--- src/rtl/gm_fifo_downsizer.sv ---
// gm_fifo_downsizer: register-based FWFT FIFO that stores wide words and emits them
// as RATIO narrow slices, LSB slice first, over a valid/ready handshake.
module gm_fifo_downsizer #(
  parameter int DEPTH     = 8,
  parameter int WIDTH_IN  = 128,
  parameter int WIDTH_OUT = 32
) (
  input  logic                       i_clk,
  input  logic                       i_rst_n,
  input  logic                       i_wr_en,
  input  logic [WIDTH_IN-1:0]        i_data_in,
  output logic                       o_full,
  output logic                       o_wr_err,
  output logic [WIDTH_OUT-1:0]       o_data_out,
  output logic                       o_out_valid,
  input  logic                       i_out_ready,
  output logic [$clog2(DEPTH):0]     o_count
);
  localparam int RATIO = WIDTH_IN / WIDTH_OUT;
  localparam int AW    = $clog2(DEPTH);
  localparam int LW    = $clog2(RATIO);
  localparam int CW    = AW + 1;

  logic [WIDTH_IN-1:0] r_mem [DEPTH];
  logic [AW-1:0]       r_wr_ptr, r_rd_ptr;
  logic [LW-1:0]       r_lane;
  logic [CW-1:0]       r_count;
  logic                r_wr_err;
  logic                w_full, w_valid, w_wr, w_pop, w_last;

  assign w_full      = r_count == CW'(DEPTH);
  assign w_valid     = r_count != '0;
  assign w_wr        = i_wr_en && !w_full;
  assign w_pop       = w_valid && i_out_ready;
  assign w_last      = w_pop && r_lane == LW'(RATIO - 1);
  assign o_full      = w_full;
  assign o_out_valid = w_valid;
  assign o_count     = r_count;
  assign o_wr_err    = r_wr_err;
  assign o_data_out  = r_mem[r_rd_ptr][r_lane*WIDTH_OUT +: WIDTH_OUT];

  // Storage is deliberately left out of reset; only control state is cleared.
  always_ff @(posedge i_clk) begin
    if (w_wr) r_mem[r_wr_ptr] <= i_data_in;
  end

  always_ff @(posedge i_clk or negedge i_rst_n) begin
    if (!i_rst_n) begin
      r_wr_ptr <= '0;
      r_rd_ptr <= '0;
      r_lane   <= '0;
      r_count  <= '0;
      r_wr_err <= 1'b0;
    end else begin
      r_wr_err <= i_wr_en && w_full;
      if (w_wr) r_wr_ptr <= r_wr_ptr + 1'b1;
      if (w_pop) r_lane <= w_last ? '0 : r_lane + 1'b1;
      if (w_last) r_rd_ptr <= r_rd_ptr + 1'b1;
      r_count <= r_count + CW'(w_wr) - CW'(w_last);
    end
  end
endmodule

--- config.mk ---
export PLATFORM = sky130hd
export DESIGN_NAME = gm_fifo_downsizer
export DESIGN_NICKNAME = d
export VERILOG_FILES = /design/src/rtl/gm_fifo_downsizer.sv
export SDC_FILE = /design/constraint.sdc
export NUM_CORES = 1
export LEC_CHECK = 0
export ABC_AREA = 1
export BUFFER_PORTS_ARGS = -buffer_cell sky130_fd_sc_hd__buf_4
export CAP_MARGIN = 20
export CORE_MARGIN = 8
export CORE_UTILIZATION = 40
export DETAILED_ROUTE_END_ITERATION = 10
export PLACE_DENSITY_LB_ADDON = 0.05
export SETUP_SLACK_MARGIN = 0.3
export SLEW_MARGIN = 0
export SYNTH_ARGS = -nofsm -noshare
export SYNTH_HDL_FRONTEND = slang
export SYNTH_SLANG_ARGS = --single-unit
--- constraint.sdc ---
create_clock -name i_clk -period 13.3 [get_ports i_clk]
set_clock_uncertainty 0.15 [all_clocks]
set_input_delay 0.665 -clock i_clk [delete_from_list [all_inputs] [get_ports i_clk]]
set_output_delay 0.665 -clock i_clk [all_outputs]
set_load 0.01 [all_outputs]
; Yosys cells after proc, flatten, opt, wreduce, memory -nomap -nowiden
; Memories as Yosys holds them, arrays and structs flattened.
; Index checks and enable logic that the tools add are counted.
; W data, S select, Z words.
[word_totals]
word_cells = 23
rom_bits = 0
latchBits = 0
out_inout_bits = 39
ram_bits = 1024
register_bits = 13
mem_count = 1
in_bits = 132
[memory_table]
columns = name, depth, width, rd, rd_ports_with_merged_regs, wr, line_no
row1 = r_mem, 8, 128, 1, 0, 1, 24  ; logic [WIDTH_IN-1:0] r_mem [DEPTH];
[classes]
n_shift = 1
n_addsub = 5
n_mux = 3
n_mul = 0
n_reduce_logical = 6
bitwise = 0
div_mod_pow = 0
n_eq_ne = 2
order_cmp = 0
[op_table]
columns = operator, n
row1 = $shiftx A128 B8 Y32, 1
row2 = $add A3 B1 Y3 const B, 2
row3 = $add A4 B1 Y4, 1
row4 = $eq A4 B4 Y1 const B, 1
row5 = $logic_and A1 B1 Y1, 4
row6 = $reduce_bool A4 Y1, 1
row7 = $sub A4 B1 Y4, 1
row8 = $add A2 B1 Y2 const B, 1
row9 = $eq A2 B2 Y1 const B, 1
row10 = $mux W1, 2
row11 = $mux W2, 1
row12 = $logic_not A1 Y1, 1

; Longest topological paths before layout
[depth]
word_depth = 5
ltp_mapped = 12
depth_no_buf = 12

; Worst setup path after synthesis
; OpenSTA, ideal clock, no wires.
[synth_path]
path_kind = flip-flop to flip-flop
startpoint = register r_count[2], in the netlist o_count[2]
endpoint = memory r_mem[0][0], enable pin
setup_slack_ps = 6036
arrival_ps = 6498
n_path_buf = 0
setup_time_ps = 617
required_time_ps = 12533
stages_incl_launch_ff = 7
synth_period_minus_slack_ps = 7264
cell_sequence = dfrtp_1 -> inv_1 -> ha_1 -> nand3_1 -> nand2_1 -> or2_2 -> nor2_1
[synth_via]
elab_chain_cells = 5
[synth_rtl]
columns = item, line_no
row1 = start: declaration, 27  ; logic [CW-1:0] r_count;
row2 = start signal: assignment, 59  ; r_count <= r_count + CW'(w_wr) - CW'(w_last);
row3 = $eq A4 B4 Y1, 31  ; assign w_full = r_count == CW'(DEPTH);
row4 = $logic_not A1 Y1, 33  ; assign w_wr = i_wr_en && !w_full;
row5 = $logic_and A1 B1 Y1, 33
row6 = $mux W1, 44  ; if (w_wr) r_mem[r_wr_ptr] <= i_data_in;
row7 = $mux W1 (implied by the code), 44
row8 = end: declaration, 24
; Every way passes these cells.

; Worst setup path in the final report
[layout_path]
startpoint = register r_rd_ptr[0]
endpoint = output port o_data_out[5]
[layout_via]
elab_chain_cells = 2
[layout_rtl]
columns = item, line_no
row1 = start: declaration, 25  ; logic [AW-1:0] r_wr_ptr, r_rd_ptr;
row2 = start signal: assignment, 58  ; if (w_last) r_rd_ptr <= r_rd_ptr + 1'b1;
row3 = $mem_v2 Z8 W128, n/a
row4 = $shiftx A128 B8 Y32, 40  ; assign o_data_out = r_mem[r_rd_ptr][r_lane*WIDTH_OUT +: WIDTH_OUT];
row5 = end: declaration, 14  ; output logic [WIDTH_OUT-1:0] o_data_out,
; Every way passes these cells.

==> reports/qor.csv <==
stage,metric,value,unit
outcome,status,completed,
die,start_util,40.2,%
layout,final_cells,5133,
logic_synthesis,ys_ff_latch,1037,
layout,area_growth_syn_to_layout,13.2,%
setup_path,cp-start-kind,register,
sta,slew_violations,0,
sta,rsz0062_at_grt,no,
sta,maxSlewHeadroom,28.7,%
die,die-area,116000,um2
routing,drtIter0Drc,2261,
placement,place_inst,4922,
grt,grt_pass1_vias,26300,
setup_path,arrival,5.19,ns
sta,hold_viol,0,
placement,port_buffers,170,
layout,seq_area,31100,um2
grt,overflow,0,
placement,finalWeightedCongestion,0.759,
pwr,peakVddDrop,0.000206,V
routing,vias,27000,
die,ios,171,
clock_tree,clock_latency,0.67,ns
pwr,powerDensity,237,nW/um2
routing,finalWirelength,124,mm
worst_hold_path,hold_path_class,input pin to register,
clock_tree,cts_made_buffers,114,
sta,worst_slew_pin_slew,1.07,ns
layout,final_common_cell,nand2_1,
clock_tree,cts_max_level,3,
pwr,finalPower,11.3,mW
setup_path,end_kind,output pin,
clock_tree,cts_root_buffer,clkbuf_16,
logic_synthesis,synth_nets,3675,
die,die_h,341,um
logic_synthesis,syn_avg_cell_area,11.9,um2
clock_tree,cts_tree,done,
routing,first_pass_iters,5,
sta,fin_setup_tns,0,ns
logic_synthesis,syn-cell-area,42200,um2
setup_path,path_max_fanout,93,
clock_tree,clkSinkCount,1037,
pwr,leakagePower,17.7,nW
layout,nets,3790,
sta,min_period_over_period,45.2,%
layout,drive_above_1_share,10.2,%
logic_synthesis,ys_seq_area_share,73.7,%
logic_synthesis,synth.distinct_cells,23,
setup_path,cp.required,12.48,ns
sta,fin_ws,7.29,ns
grt,grt_first_pass_wirelength,180,mm
layout,layout_common_cells,"1455 x nand2_1, 1024 x edfxtp_1, 772 x nand3_1",
sta,hold_slack,0.0703,ns
sta,finalSetupViolations,0,
clock_tree,clock_path_buffers,3,
routing,drc,0,
layout,multiInputGateArea,9630,um2
routing,ant_nets,0,
die,rows,119,
logic_synthesis,yosys_warnings,0,
routing,avgViaCountPerCell,5.26,
logic_synthesis,synthCells,3533,
die,die-width,341,um
sta,min_period,6.01,ns
grt,grt_max_degree,228,
layout,nFillCells,9530,
setup_path,regToRegSetupSlack,8.95,ns
die,core,105000,um2
grt,grt_use_total,20.7,%
placement,hpwlAfterDp,67.4,mm
run,maxCapViolations,0,
placement,post-place-ws,7.98,ns
grt,antenna_found_initial,13,
sta,fmax,166,MHz
routing,wl_per_cell,24.2,um
setup_path,critical_path_class,register to output pin,
clock_tree,clkTransAtPathRegs,0.06,ns
## worst paths after layout
| path | to | cells after the start | from |
|---|---|---|---|
| worst max-delay path | o_data_out[5] | 12 | r_rd_ptr[0] |
| worst min-delay path | r_mem[2][57] | 1 | i_data_in[57] |
| worst max register to register | r_mem[3][110] | 10 | o_count[2] |
| worst min register to register | r_wr_ptr[0] | 2 | r_wr_ptr[0] |
| max in group asynchronous | r_rd_ptr[2] | 2 | i_rst_n |
| min in group asynchronous | r_lane[0] | 2 | i_rst_n |
## power by group
group / total [mW] / internal (mW) / leakage [nW] / switching, mW
registers: 4.30 / 4.11 / 9.45 / 0.187
clock network: 2.93 / 1.69 / 1.69 / 1.24
logic: 4.09 / 1.08 / 6.54 / 3.01
total: 11.3 / 6.88 / 17.7 / 4.44
## stage by stage
stage,instance area [um2],utilization (%)
6_report,47700,45.5
3_3_place_gp,44200,42.1
5_1_grt,47700,45.4
3_5_place_dp,44300,42.2
2_1_floorplan,42200,-
4_1_cts,47700,45.4
## registers in the layout, indices dropped and copies added, names as in the netlist
register / flops
r_lane: 2
r_mem: 1024
o_count: 4
r_wr_ptr: 3
r_rd_ptr: 3
o_wr_err: 1
## cell type report
class / count / share of cell area (%)
well taps: 1391 / 3.65
flip-flops and latches: 1037 / 65.2
clock inverters: 63 / 0.860
repair buffers: 218 / 3.58
clock buffers: 143 / 6.34
inverters: 19 / 0.210
diodes: 4 / 0.0210
multi-input cells: 2258 / 20.2
## per-layer routing
layer / wire length, um / track usage (%) / vias up
li1: - / - / 12600
met1: 57900 / 30.3 / 13500
met2: 56700 / 32.4 / 792
met3: 7330 / 3.88 / 154
met4: 2300 / 4.36 / 6
met5: 41 / 0 / -
## timing repair
action | 4_1_cts | 5_1_grt
hold buffers | 1 | 0
endpoints found under the hold margin | 13 | 0
resized for setup | 0 | 0
setup buffers | 0 | 0
## synth_stat cells
master / n / area share (%)
buf_6: 40 / 1.1
nand2_1: 1455 / 13
inv_2: 1 / 0.0089
nor2_1: 9 / 0.080
inv_1: 17 / 0.15
buf_4: 45 / 0.80
a21oi_1: 1 / 0.012
edfxtp_1: 1024 / 73
nand3_1: 772 / 9.2
xor2_1: 3 / 0.062
or2_2: 1 / 0.015
clkbuf_1: 29 / 0.26
buf_1: 8 / 0.071
ha_1: 9 / 0.27
buf_12: 1 / 0.047
fa_1: 1 / 0.047
inv_8: 1 / 0.027
and2_1: 1 / 0.015
buf_8: 1 / 0.036
buf_2: 95 / 1.1
xnor2_1: 2 / 0.042
dfrtp_1: 13 / 0.77
o21ai_0: 4 / 0.047
## worst max-delay path, cell delays in order (launching register included)
cell and delay, ns:
dfrtp_4 0.92, buf_4 0.66, buf_4 0.88, buf_4 0.77
nand2_1 0.10, nand3_1 0.11, nand3_1 0.10, nand2_1 0.27
nand2_1 0.09, nand2_1 0.10, nand2_1 0.08, nand2_1 0.14
buf_4 0.14
## cell families (layout without fill, tap and decap cells)
group,Yosys count,after routing,synth area share (%)
simple gates,2238,2238,22.2
other cells,0,4,0
xor+xnor,5,5,0.104
buf+inv,238,443,3.60
fa+ha+maj,10,10,0.315
compound gates,5,5,0.0593
flops,1037,1037,73.7
Power figures use the tool's default switching activity.
